==> src/rtl/sprite_compositor.sv <==
// Multi-sprite compositor: computes per-sprite ROM addresses from the scan position,
// waits out the ROM latency, then picks the lowest-index opaque sprite over the background.
module sprite_compositor #(
  parameter int          NUM_SPR    = 2,
  parameter int          SPR_W      = 110,
  parameter int          SPR_H      = 86,
  parameter int          FRAMES     = 4,
  parameter int          ROM_LAT    = 1,
  parameter logic [11:0] KEY_RGB    = 12'h6AF,
  localparam int         FRAME_BITS = (FRAMES > 1) ? $clog2(FRAMES) : 1,
  localparam int         ADDR_W     = $clog2(FRAMES * SPR_W * SPR_H)
) (
  input  logic                           vga_clk,
  input  logic                           reset_n,
  input  logic [9:0]                     DrawX,
  input  logic [9:0]                     DrawY,
  input  logic                           blank,
  input  logic [NUM_SPR*10-1:0]          spr_x,
  input  logic [NUM_SPR*10-1:0]          spr_y,
  input  logic [NUM_SPR-1:0]             spr_en,
  input  logic [NUM_SPR*FRAME_BITS-1:0]  spr_frame,
  output logic [NUM_SPR*ADDR_W-1:0]      spr_addr,
  input  logic [NUM_SPR*12-1:0]          spr_rgb,
  input  logic [11:0]                    bg_rgb,
  input  logic                           collision_clr,
  output logic [3:0]                     Red,
  output logic [3:0]                     Green,
  output logic [3:0]                     Blue,
  output logic                           collision
);

  localparam int FRAME_PIX = SPR_W * SPR_H;

  logic [NUM_SPR-1:0]                 hit_d;
  logic [NUM_SPR-1:0][FRAME_BITS-1:0] frame_sel;
  logic [NUM_SPR-1:0][ADDR_W-1:0]     addr_d, addr_q;
  logic [ROM_LAT:0][NUM_SPR-1:0]      hit_pipe_q;
  logic [ROM_LAT:0]                   blank_pipe_q;
  logic [NUM_SPR-1:0]                 hit_al, opaque;
  logic                               blank_al;
  logic [11:0]                        pix, rgb_d, rgb_q;
  logic                               seen, multi, col_d, col_q;

  // Stage 0: hit test in 11 bits so X+SPR_W cannot wrap; out-of-range frames fall back to 0.
  always_comb begin
    hit_d     = '0;
    frame_sel = '0;
    addr_d    = '0;
    for (int i = 0; i < NUM_SPR; i++) begin
      hit_d[i] = spr_en[i]
        && ({1'b0, DrawX} >= {1'b0, spr_x[10*i +: 10]})
        && ({1'b0, DrawX} <  ({1'b0, spr_x[10*i +: 10]} + 11'(SPR_W)))
        && ({1'b0, DrawY} >= {1'b0, spr_y[10*i +: 10]})
        && ({1'b0, DrawY} <  ({1'b0, spr_y[10*i +: 10]} + 11'(SPR_H)));
      if (int'(spr_frame[FRAME_BITS*i +: FRAME_BITS]) < FRAMES)
        frame_sel[i] = spr_frame[FRAME_BITS*i +: FRAME_BITS];
      if (hit_d[i])
        addr_d[i] = ADDR_W'(frame_sel[i]) * ADDR_W'(FRAME_PIX)
                  + ADDR_W'(DrawY - spr_y[10*i +: 10]) * ADDR_W'(SPR_W)
                  + ADDR_W'(DrawX - spr_x[10*i +: 10]);
    end
  end

  assign hit_al   = hit_pipe_q[ROM_LAT];
  assign blank_al = blank_pipe_q[ROM_LAT];

  // Descending scan so the lowest-index opaque sprite is the last writer of pix.
  always_comb begin
    opaque = '0;
    pix    = bg_rgb;
    seen   = 1'b0;
    multi  = 1'b0;
    for (int i = NUM_SPR - 1; i >= 0; i--) begin
      opaque[i] = hit_al[i] && (spr_rgb[12*i +: 12] != KEY_RGB);
      if (opaque[i]) begin
        pix = spr_rgb[12*i +: 12];
        if (seen) multi = 1'b1;
        seen = 1'b1;
      end
    end
    rgb_d = blank_al ? pix : 12'h000;
    col_d = (blank_al && multi) || (col_q && !collision_clr);
  end

  always_ff @(posedge vga_clk or negedge reset_n) begin
    if (!reset_n) begin
      addr_q       <= '0;
      hit_pipe_q   <= '0;
      blank_pipe_q <= '0;
      rgb_q        <= '0;
      col_q        <= 1'b0;
    end else begin
      addr_q          <= addr_d;
      hit_pipe_q[0]   <= hit_d;
      blank_pipe_q[0] <= blank;
      for (int s = 1; s <= ROM_LAT; s++) begin
        hit_pipe_q[s]   <= hit_pipe_q[s-1];
        blank_pipe_q[s] <= blank_pipe_q[s-1];
      end
      rgb_q <= rgb_d;
      col_q <= col_d;
    end
  end

  assign spr_addr  = addr_q;
  assign Red       = rgb_q[11:8];
  assign Green     = rgb_q[7:4];
  assign Blue      = rgb_q[3:0];
  assign collision = col_q;

endmodule

==> config.mk <==
export PLATFORM = sky130hd
export DESIGN_NAME = sprite_compositor
export DESIGN_NICKNAME = d
export VERILOG_FILES = /design/src/rtl/sprite_compositor.sv
export SDC_FILE = /design/constraint.sdc
export NUM_CORES = 1
export LEC_CHECK = 0
export CORE_AREA = 2 2 139 141
export DETAILED_ROUTE_END_ITERATION = 6
export DIE_AREA = 0 0 141 143
export PLACE_DENSITY = 0.83
export SLEW_MARGIN = 25
export SYNTH_ARGS = -nofsm -noshare
export SYNTH_HDL_FRONTEND = slang
export SYNTH_SLANG_ARGS = --single-unit
export TNS_END_PERCENT = 10
==> constraint.sdc <==
create_clock -name vga_clk -period 1.8 [get_ports vga_clk]
set_input_delay 0.36 -clock vga_clk [delete_from_list [all_inputs] [get_ports vga_clk]]
set_output_delay 0.36 -clock vga_clk [all_outputs]
set_load 0.02 [all_outputs]
==> results.json, run 1 <==
{
  "rrSetupSlack_ns": 0.45,
  "setup_slack_ns": -5.49,
  "syn2layout_area_growth_pct": 64.3,
  "cts_buffer_depth": 2,
  "final_antenna_net_count": 0,
  "cts_root_buf": "clkbuf_16",
  "nets": 1963,
  "wl_per_cell_um": 23.1,
  "cts_tree": "done",
  "setup_violations": 47,
  "grt_pass1_wl_mm": 54.2,
  "hold_path.class": "in2async",
  "synth_top_family_by_area": "adder cells",
  "crit_type": "in2reg",
  "synthSimpleGateAreaFrac": 0.125,
  "cts.sinks": 51,
  "clock_latency_ns": 0.29,
  "fp.dieArea_mm2": 0.0202,
  "n_fill_cell": 839,
  "synth_commonest_cells": "inv_1 (178), ha_1 (168), fa_1 (76)",
  "slowest_stage": "fa_1",
  "status": "complete, but fails checks",
  "worstSetupEndpointType": "flip-flop",
  "finClkSkew_ns": 0.00192,
  "grt_max_degree": 34,
  "dr.pass1.iters": 5,
  "avgViaCountPerCell": 6.18,
  "cts_hold_buf": 0,
  "grt_usage": 0.337,
  "drtIter0Drc": 1012,
  "syn_avg_cell_area_um2": 8.89,
  "synth_top_area_frac": 0.219,
  "yosysMostFrequentCell": "inv_1",
  "violations": "negative setup slack",
  "synth_edf_count": 0,
  "place_ws_ns": -5.52,
  "postSynthCellCount": 1081,
  "synth_nets": 1431,
  "relSlewSlack": 0.411,
  "maxCapViolations": 0,
  "rows": 50,
  "synth_compound_area_frac": 0.175,
  "crit_path_max_incr_delay_ns": 0.62,
  "clkTransAtPathRegs_ns": 0.07,
  "overflow": 0,
  "synth.distinct_cells": 74,
  "num_io_pins": 151,
  "slew_viol_final": 0,
  "synth_seq_cells": 51,
  "arrival_ns": 7.48,
  "core_mm2": 0.0186,
  "worst_pin_slew_ns": 0.883,
  "vias": 11438,
  "drt_wl_total_mm": 42.8,
  "hold_viol_final": 0,
  "fin_crit_ns": 7.29,
  "ys_seq_area_frac": 0.133,
  "rsz0062_at_grt": "yes",
  "rr_startpoint": "hit_al[1]",
  "port_buffers": 150,
  "initial_utilization": 0.518,
  "synthMuxAreaShare": 0.0115,
  "synthTopCellsByArea": "ha_1 (22%), fa_1 (16%), dfrtp_1 (13%)",
  "ys_warn_count": 0,
  "async_reset_ff_frac": 1.00,
  "critPathRequiredTime_ns": 1.99,
  "synth-adder-area-share": 0.377,
  "layout-drive-gt1-share": 0.390,
  "grt_pass1_vias": 11458,
  "routabilityCongestion": 0.927,
  "synth_xor_area_frac": 0.101,
  "h-tree-depth": 2,
  "period_share": 4.05,
  "r2r.worst_path.cells": 5,
  "drc": 0,
  "yosysTopAreaCell": "ha_1",
  "synth_area_mm2": 0.00962,
  "antenna_found_initial": 3,
  "max_freq_mhz": 137,
  "reg2reg_to": "rgb_q[7]",
  "ys.flop_type": "dfrtp_1",
  "dpl.hpwl_mm": 25.5,
  "die_y_um": 143,
  "cts_buffers": 5,
  "die_w_um": 141,
  "cp-start-kind": "input pin",
  "critPathMaxFanout": 4
}
-- layout make-up --
cell class,instances,area [um^2],share of cell area
multi-input cells,834,8910,0.564
repair buffers,534,4450,0.281
flip-flops and latches,51,1280,0.0808
inverters,187,717,0.0454
well taps,234,293,0.0185
clock buffers,6,139,0.00879
clock inverters,2,16.3,0.00103
diodes,2,5.00,0.000317
-- what timing repair did --
item	4_1_cts	5_1_grt
resized for setup	146	119
buffers inserted	23	12
pin swaps	83	79
endpoints found under the setup margin	47	47
-- metrics by stage --
stage / cell area [um^2] / TNS [ns] / instances / util / hold slack [ns]
final: 15800 / -105.37 / 1850 / 0.851 / 0.0184
after global routing: 15800 / -110.61 / 1848 / 0.850 / 0.0514
after CTS: 15200 / -98.72 / 1837 / 0.818 / 0.0263
after detailed placement: 14300 / -130.35 / 1806 / 0.772 / 0.338
after global placement: 14300 / -123.78 / 1806 / 0.772 / 0.334
after floorplan: 9940 / -92.63 / 1081 / - / 0.0644
-- kinds of logic (layout without fill, tap and decap cells) --
group,count (synthesis),after routing
adders and majority gates,244,244
AOI/OAI and AO/OA,236,236
DFF,51,51
xor gates and xnor gates,107,107
and+or+nand+nor,236,236
other,0,2
buffers and inverters,196,729
muxes,11,11
-- state kept, by name, indices dropped and copies added, names as in the netlist --
signal	cells
hit_al	2
hit_pipe_q	2
rgb_q	12
collision	1
blank_pipe_q	2
spr_addr	32
-- how the worst max path moves through the flow --
stage	start	to	slack (ns)	cells after the start
2_1_floorplan	DrawY[0]	spr_addr[15]	-4.60	28
3_3_place_gp	spr_y[0]	spr_addr[15]	-5.14	28
3_5_place_dp	DrawY[1]	spr_addr[15]	-5.52	29
4_1_cts	DrawY[1]	spr_addr[15]	-4.62	28
5_1_grt	spr_y[13]	spr_addr[31]	-5.48	32
6_report	spr_y[11]	spr_addr[31]	-5.49	32
-- worst max-delay path, delay by kind of cell --
kind,cells,cell delay [ns]
adder cells (fa/ha/maj),6,2.59
buffers and inverters,6,0.44
XOR/XNOR,5,1.20
AO/OA/AOI/OAI,11,2.23
AND/OR/NAND/NOR,3,0.37
multiplexers,1,0.28
-- per-layer routing --
layer	vias up	routed length, um	global-route usage
li1	4764	-	-
met4	2	4080	0.194
met1	5358	13800	0.344
met2	911	20600	0.645
met3	403	4290	0.0590
met5	-	11	0
-- cells in the final DEF, fill, tap and decap left out, drive strengths merged, types with 21 or more instances in the layout --
| cell | n |
|---|---|
| dfrtp | 51 |
| nor2 | 68 |
| buf | 391 |
| xnor2 | 72 |
| nor3 | 25 |
| fa | 76 |
| ha | 168 |
| nand2 | 45 |
| a21o | 31 |
| xor2 | 33 |
| o21a | 21 |
| o21ai | 37 |
| clkdlybuf4s50 | 120 |
| inv | 187 |
| a21oi | 52 |
| nand3 | 22 |
Power of run 1 is not shown: default switching activity piles up to over one toggle a cycle in this logic, so the estimate is an artifact.
==> run 2, diff against run 1 <==
==> constraint.sdc (replaced) <==
create_clock -name vga_clk -period 1.8 [get_ports vga_clk]
set_input_delay 0.27 -clock vga_clk [delete_from_list [all_inputs] [get_ports vga_clk]]
set_output_delay 0.27 -clock vga_clk [all_outputs]
set_load 0.02 [all_outputs]
==> results.json, run 2 (synthesis results as in run 1) <==
{
  "status": "complete, but fails checks",
  "violations": "negative setup slack",
  "grt_usage": 0.384,
  "core_mm2": 0.0186,
  "final_antenna_net_count": 0,
  "hold_viol_final": 0,
  "worstSetupEndpointType": "flip-flop",
  "worst_pin_slew_ns": 1.04,
  "nets": 1966,
  "mostFrequentLayoutCell": "buf_4",
  "clkTransAtPathRegs_ns": 0.07,
  "crit_type": "in2reg",
  "wl_per_cell_um": 25.0,
  "drtIter0Drc": 1228,
  "drt_wl_total_mm": 46.3,
  "clock_latency_ns": 0.30,
  "utilization": 0.856,
  "rows": 50,
  "max_freq_mhz": 142,
  "final_cell_mix": "buf_4 (370), inv_1 (147), clkdlybuf4s50_1 (118)",
  "fin_hold_ws_ns": 0.273,
  "syn2layout_area_growth_pct": 65.4,
  "critPathRequiredTime_ns": 2.00,
  "largest_reg_flops": 32,
  "crit_family": "compound AO/OA/AOI/OAI gates",
  "die_w_um": 141,
  "relSlewSlack": 0.301,
  "cts_tree": "done",
  "maxCapViolations": 0,
  "crit_path_max_incr_delay_ns": 0.85,
  "rsz0062_at_grt": "yes",
  "drc": 0,
  "grt_pass1_wl_mm": 61.3,
  "slowest_stage": "a211oi_1",
  "cts.sinks": 51,
  "critPathMaxFanout": 4,
  "grt_pass1_vias": 12552,
  "crit_buf_inv": 9,
  "hold_path.class": "in2reg",
  "cp-start-kind": "input pin",
  "routabilityCongestion": 0.931,
  "overflow": 0,
  "num_io_pins": 151,
  "initial_utilization": 0.518,
  "cts_buffers": 5,
  "port_buffers": 150,
  "layout-drive-gt1-share": 0.395,
  "cts_buffer_depth": 2,
  "place_ws_ns": -5.52,
  "slew_viol_final": 0,
  "avgViaCountPerCell": 6.39,
  "setup_violations": 41,
  "dpl.hpwl_mm": 25.5,
  "antenna_found_initial": 3,
  "setup_slack_ns": -5.23,
  "cp_common_cell": "buf_4",
  "arrival_ns": 7.23,
  "h-tree-depth": 2,
  "grt_max_degree": 34,
  "dr.pass1.iters": 7,
  "fp.dieArea_mm2": 0.0202,
  "period_share": 3.91,
  "vias": 11839,
  "die_y_um": 143,
  "fin_crit_ns": 7.03,
  "finClkSkew_ns": 0.00285,
  "cts_root_buf": "clkbuf_16"
}
-- run 2: changes by cell type in the layout (fill, tap and decap cells not counted), sizes merged --
cell           previous run  this run
dlygate4sd2              11        13
clkdlybuf4s50           120       118
dlymetal6s2s              5         2
clkdlybuf4s15             2         4
clkbuf                   11         7
dlygate4sd3               0         1
buf                     391       398
-- run 2: area by class of cell --
cell class | count | area, um^2
Timing Repair Buffer | 537 | 4430
Clock inverter | 2 | 16.3
Inverter | 187 | 714
Tap cell | 234 | 293
Multi-Input combinational cell | 834 | 9030
Clock buffer | 6 | 139
Sequential cell | 51 | 1280
Antenna cell | 2 | 5.00
Fill cell | 825 | 2670
-- run 2: what timing repair did --
| item | 4_1_cts | 5_1_grt |
|---|---|---|
| endpoints found under the hold margin | 18 | 0 |
| hold buffers | 1 | 0 |
| setup endpoints to repair | 46 | 47 |
| gates resized for setup | 211 | 71 |
| buffers inserted | 32 | 7 |
| pin swaps | 134 | 54 |
-- run 2: per-stage QoR --
step	instance area [um^2]	setup TNS, ns	std cells
4_1_cts	15500	-94.14	1845
6_report	15900	-105.40	1853
5_1_grt	15900	-109.03	1851
3_3_place_gp	14300	-119.55	1804
2_1_floorplan	9940	-88.49	1081
3_5_place_dp	14300	-125.36	1804
-- run 2: final timing paths --
path	slack, ns	from	endpoint	cells after the start
min in group asynchronous	0.46	reset_n	spr_addr[27]	2
worst min register to register	0.36	blank_pipe_q[0]	blank_pipe_q[1]	0
worst max-delay path	-5.23	spr_y[11]	spr_addr[30]	30
worst max register to register	0.48	hit_al[1]	rgb_q[2]	5
worst min-delay path	0.27	spr_rgb[10]	rgb_q[10]	2
max in group asynchronous	0.78	reset_n	blank_pipe_q[0]	3
-- run 2: layer usage --
metal	vias up	share of wire	wire (um)	GRT usage
met4	4	0.12	5420	0.294
met5	-	0.00063	29	0
li1	4773	-	-	-
met3	496	0.11	5240	0.0741
met2	1054	0.46	21100	0.725
met1	5512	0.31	14500	0.368
Power of run 2 is left out for the same reason.
==> run 3, diff against run 2 <==
--- a/config.mk
+++ b/config.mk
@@ -5,10 +5,12 @@
 export SDC_FILE = /design/constraint.sdc
 export NUM_CORES = 1
 export LEC_CHECK = 0
-export CORE_AREA = 2 2 139 141
+export CELL_PAD_IN_SITES_DETAIL_PLACEMENT = 1
+export CELL_PAD_IN_SITES_GLOBAL_PLACEMENT = 1
+export CORE_AREA = 2 2 153 155
 export DETAILED_ROUTE_END_ITERATION = 6
-export DIE_AREA = 0 0 141 143
-export PLACE_DENSITY = 0.83
+export DIE_AREA = 0 0 155 157
+export PLACE_DENSITY = 0.89
 export SLEW_MARGIN = 25
 export SYNTH_ARGS = -nofsm -noshare
 export SYNTH_HDL_FRONTEND = slang
==> results.json, run 3 <==
{
  "status": "did not finish",
  "stop_stage": "global routing (5_1_grt)",
  "error": "[ERROR GRT-0232] Routing congestion too high. Check the congestion heatmap in the GUI.",
  "yosysMostFrequentCell": "inv_1",
  "synth-adder-area-share": 0.377,
  "grt_usage": 0.855,
  "synthSimpleGateAreaFrac": 0.125,
  "synth_commonest_cells": "inv_1 (178), ha_1 (168), fa_1 (76)",
  "cts_buffers": 5,
  "die_y_um": 157,
  "synth_compound_area_frac": 0.175,
  "ys_warn_count": 0,
  "die_w_um": 155,
  "synth_top_area_frac": 0.219,
  "initial_utilization": 0.427,
  "synth.distinct_cells": 74,
  "synth_xor_area_frac": 0.101,
  "async_reset_ff_frac": 1.00,
  "num_io_pins": 151,
  "dp.cells": 1856,
  "h-tree-depth": 2,
  "synth_edf_count": 0,
  "cts_buffer_depth": 2,
  "synth_area_mm2": 0.00962,
  "synthTopCellsByArea": "ha_1 (22%), fa_1 (16%), dfrtp_1 (13%)",
  "worst-ep-kind": "register input",
  "postSynthCellCount": 1081,
  "rows": 55,
  "overflow": 792,
  "synthMuxAreaShare": 0.0115,
  "dpl.hpwl_mm": 36.8,
  "ys_seq_area_frac": 0.133,
  "routabilityCongestion": 0.918,
  "grt_max_degree": 34,
  "postPlaceCellArea_mm2": 0.0144,
  "syn_avg_cell_area_um2": 8.89,
  "port_buffers": 150,
  "synth_top_family_by_area": "adder cells",
  "ys.flop_type": "dfrtp_1",
  "synth_seq_cells": 51,
  "yosysTopAreaCell": "ha_1",
  "cts.sinks": 51,
  "synth_nets": 1431,
  "cts_root_buf": "clkbuf_16",
  "crit_endpoint": "spr_addr[15]$_DFF_PN0_/D"
}
[run 3: cell counts after synthesis]
No cell type changed its count.
[run 3: metal layers]
metal | overflow | global-route usage
met5 | 1 | 0.153
met4 | 210 | 0.975
met3 | 4 | 0.663
met2 | 570 | 1.09
met1 | 7 | 0.797
[run 3: metrics by stage]
stage	utilization	worst slack (ns)	hold WS [ns]
floorplan	-	-4.51	-0.0256
global placement	0.640	-5.06	0.250
detailed placement	0.640	-5.82	0.265
CTS	0.695	-4.75	0.357
[run 3: what timing repair did]
action                                  in CTS
setup buffers                               37
hold buffers                                 1
gates resized for setup                    211
hold endpoints to repair                    18
pin swaps                                   99
endpoints found under the setup margin      47
[run 3: cell families after synthesis]
| kind of cell | Yosys count |
|---|---|
| buffers and inverters | 196 |
| adders and majority gates | 244 |
| and+or+nand+nor | 236 |
| muxes | 11 |
| AOI/OAI and AO/OA | 236 |
| DFF | 51 |
| xor gates and xnor gates | 107 |
==> run 4, diff against run 3 <==
==> config.mk (replaced) <==
export PLATFORM = sky130hd
export DESIGN_NAME = sprite_compositor
export DESIGN_NICKNAME = d
export VERILOG_FILES = /design/src/rtl/sprite_compositor.sv
export SDC_FILE = /design/constraint.sdc
export NUM_CORES = 1
export LEC_CHECK = 0
export CORE_AREA = 2 2 165 167
export DETAILED_ROUTE_END_ITERATION = 6
export DIE_AREA = 0 0 167 169
export PLACE_DENSITY_LB_ADDON = 0.15
export SLEW_MARGIN = 25
export SYNTH_ARGS = -nofsm -noshare
export SYNTH_HDL_FRONTEND = slang
export SYNTH_SLANG_ARGS = --single-unit
export TNS_END_PERCENT = 10
==> results.json, run 4 (synthesis results as in run 1) <==
{
  "status": "complete, but fails checks",
  "violations": "negative setup slack",
  "grt_pass1_wl_mm": 44.6,
  "whs_path_depth": 0,
  "grt_max_degree": 31,
  "cts_root_buf": "clkbuf_16",
  "cp-start-kind": "input pin",
  "overflow": 0,
  "rsz0062_at_grt": "yes",
  "clock_latency_ns": 0.30,
  "multiInputGateArea_mm2": 0.00896,
  "cts_buffers": 5,
  "drtIter0Drc": 205,
  "cts_tree": "done",
  "r2r.worst_path.cells": 5,
  "mostFrequentLayoutCell": "buf_4",
  "regArea_mm2": 0.00128,
  "fin_hold_ws_ns": 0.350,
  "maxCapViolations": 0,
  "final_cell_mix": "buf_4 (382), inv_1 (147), ha_1 (121)",
  "h-tree-depth": 2,
  "setup_slack_ns": -4.39,
  "drt_wl_total_mm": 27.2,
  "nets": 1981,
  "final.setup.tns_ns": -90.88,
  "worstSetupEndpointType": "flip-flop",
  "crit_path_max_incr_delay_ns": 0.54,
  "largest_reg_flops": 32,
  "fin_crit_ns": 6.19,
  "final_antenna_net_count": 0,
  "relSlewSlack": 0.625,
  "arrival_ns": 6.37,
  "design_area_mm2": 0.0162,
  "wl_per_cell_um": 13.8,
  "die_y_um": 169,
  "avgViaCountPerCell": 4.70,
  "die_w_um": 167,
  "period_share": 3.44,
  "finClkSkew_ns": 0.00411,
  "dr.pass1.iters": 4,
  "vias": 9285,
  "slew_viol_final": 0,
  "crit_type": "in2reg",
  "fp.dieArea_mm2": 0.0282,
  "setup_violations": 41,
  "utilization": 0.610,
  "cts_buffer_depth": 2,
  "grt_pass1_vias": 9675,
  "worst_pin_slew_ns": 0.561,
  "slowest_stage": "fa_1",
  "drc": 0,
  "initial_utilization": 0.363,
  "antenna_found_initial": 3,
  "n_fill_cell": 2311,
  "port_buffers": 150,
  "critPathMaxFanout": 5,
  "routabilityCongestion": 0.873,
  "max_freq_mhz": 162,
  "hold_viol_final": 0,
  "postPlaceCellArea_mm2": 0.0145,
  "core_mm2": 0.0265,
  "cts.sinks": 51,
  "num_io_pins": 151,
  "rows": 60,
  "grt_usage": 0.192,
  "critPathRequiredTime_ns": 1.99,
  "syn2layout_area_growth_pct": 68.1,
  "layout-drive-gt1-share": 0.396,
  "dpl.hpwl_mm": 23.5,
  "cp_common_cell": "inv_2",
  "clkTransAtPathRegs_ns": 0.07,
  "hold_path.class": "reg2reg"
}
==> run 4: cell type report <==
class,count,area share
Clock inverter,3,0.00271
Inverter,187,0.0440
Tap cell,341,0.0264
Clock buffer,5,0.00774
Sequential cell,51,0.0789
Timing Repair Buffer,552,0.286
Antenna cell,1,0.000155
Multi-Input combinational cell,834,0.554
==> run 4: through the flow <==
step / setup slack (ns) / std cells
2_1_floorplan: -4.51 / 1081
3_3_place_gp: -5.11 / 1921
3_5_place_dp: -5.28 / 1921
4_1_cts: -4.39 / 1960
5_1_grt: -4.70 / 1973
6_report: -4.39 / 1974
==> run 4: worst max-delay path: cells and delay by family <==
family          cells  cell delay (ns)
mux                 1             0.13
simple gates        1             0.08
buf+inv             7             0.47
fa+ha+maj           7             2.68
xor+xnor            5             1.03
compound gates     10             1.70
==> run 4: what timing repair did <==
action,CTS,global route
buffers inserted,30,14
hold buffers,1,0
endpoints found under the hold margin,13,0
pin swaps,111,91
resized for setup,188,97
endpoints found under the setup margin,46,47
==> run 4: routing by layer <==
layer | part of all wire | global-route usage | wire, um
met1 | 0.45 | 0.240 | 12100
met2 | 0.50 | 0.357 | 13500
met3 | 0.041 | 0.0206 | 1110
met4 | 0.017 | 0.0382 | 451
met5 | 0.0011 | 0 | 30
==> run 4: final timing paths <==
path                                     from      endpoint  slack, ns
worst max-delay path                 DrawY[0]  spr_addr[31]      -4.39
worst min-delay path            hit_pipe_q[1]     hit_al[1]       0.35
worst max register to register      hit_al[1]      rgb_q[5]       0.56
worst min register to register  hit_pipe_q[1]     hit_al[1]       0.35
max in group asynchronous             reset_n  spr_addr[13]       0.91
min in group asynchronous             reset_n  spr_addr[22]       0.42
Power of run 4 is left out for the same reason.
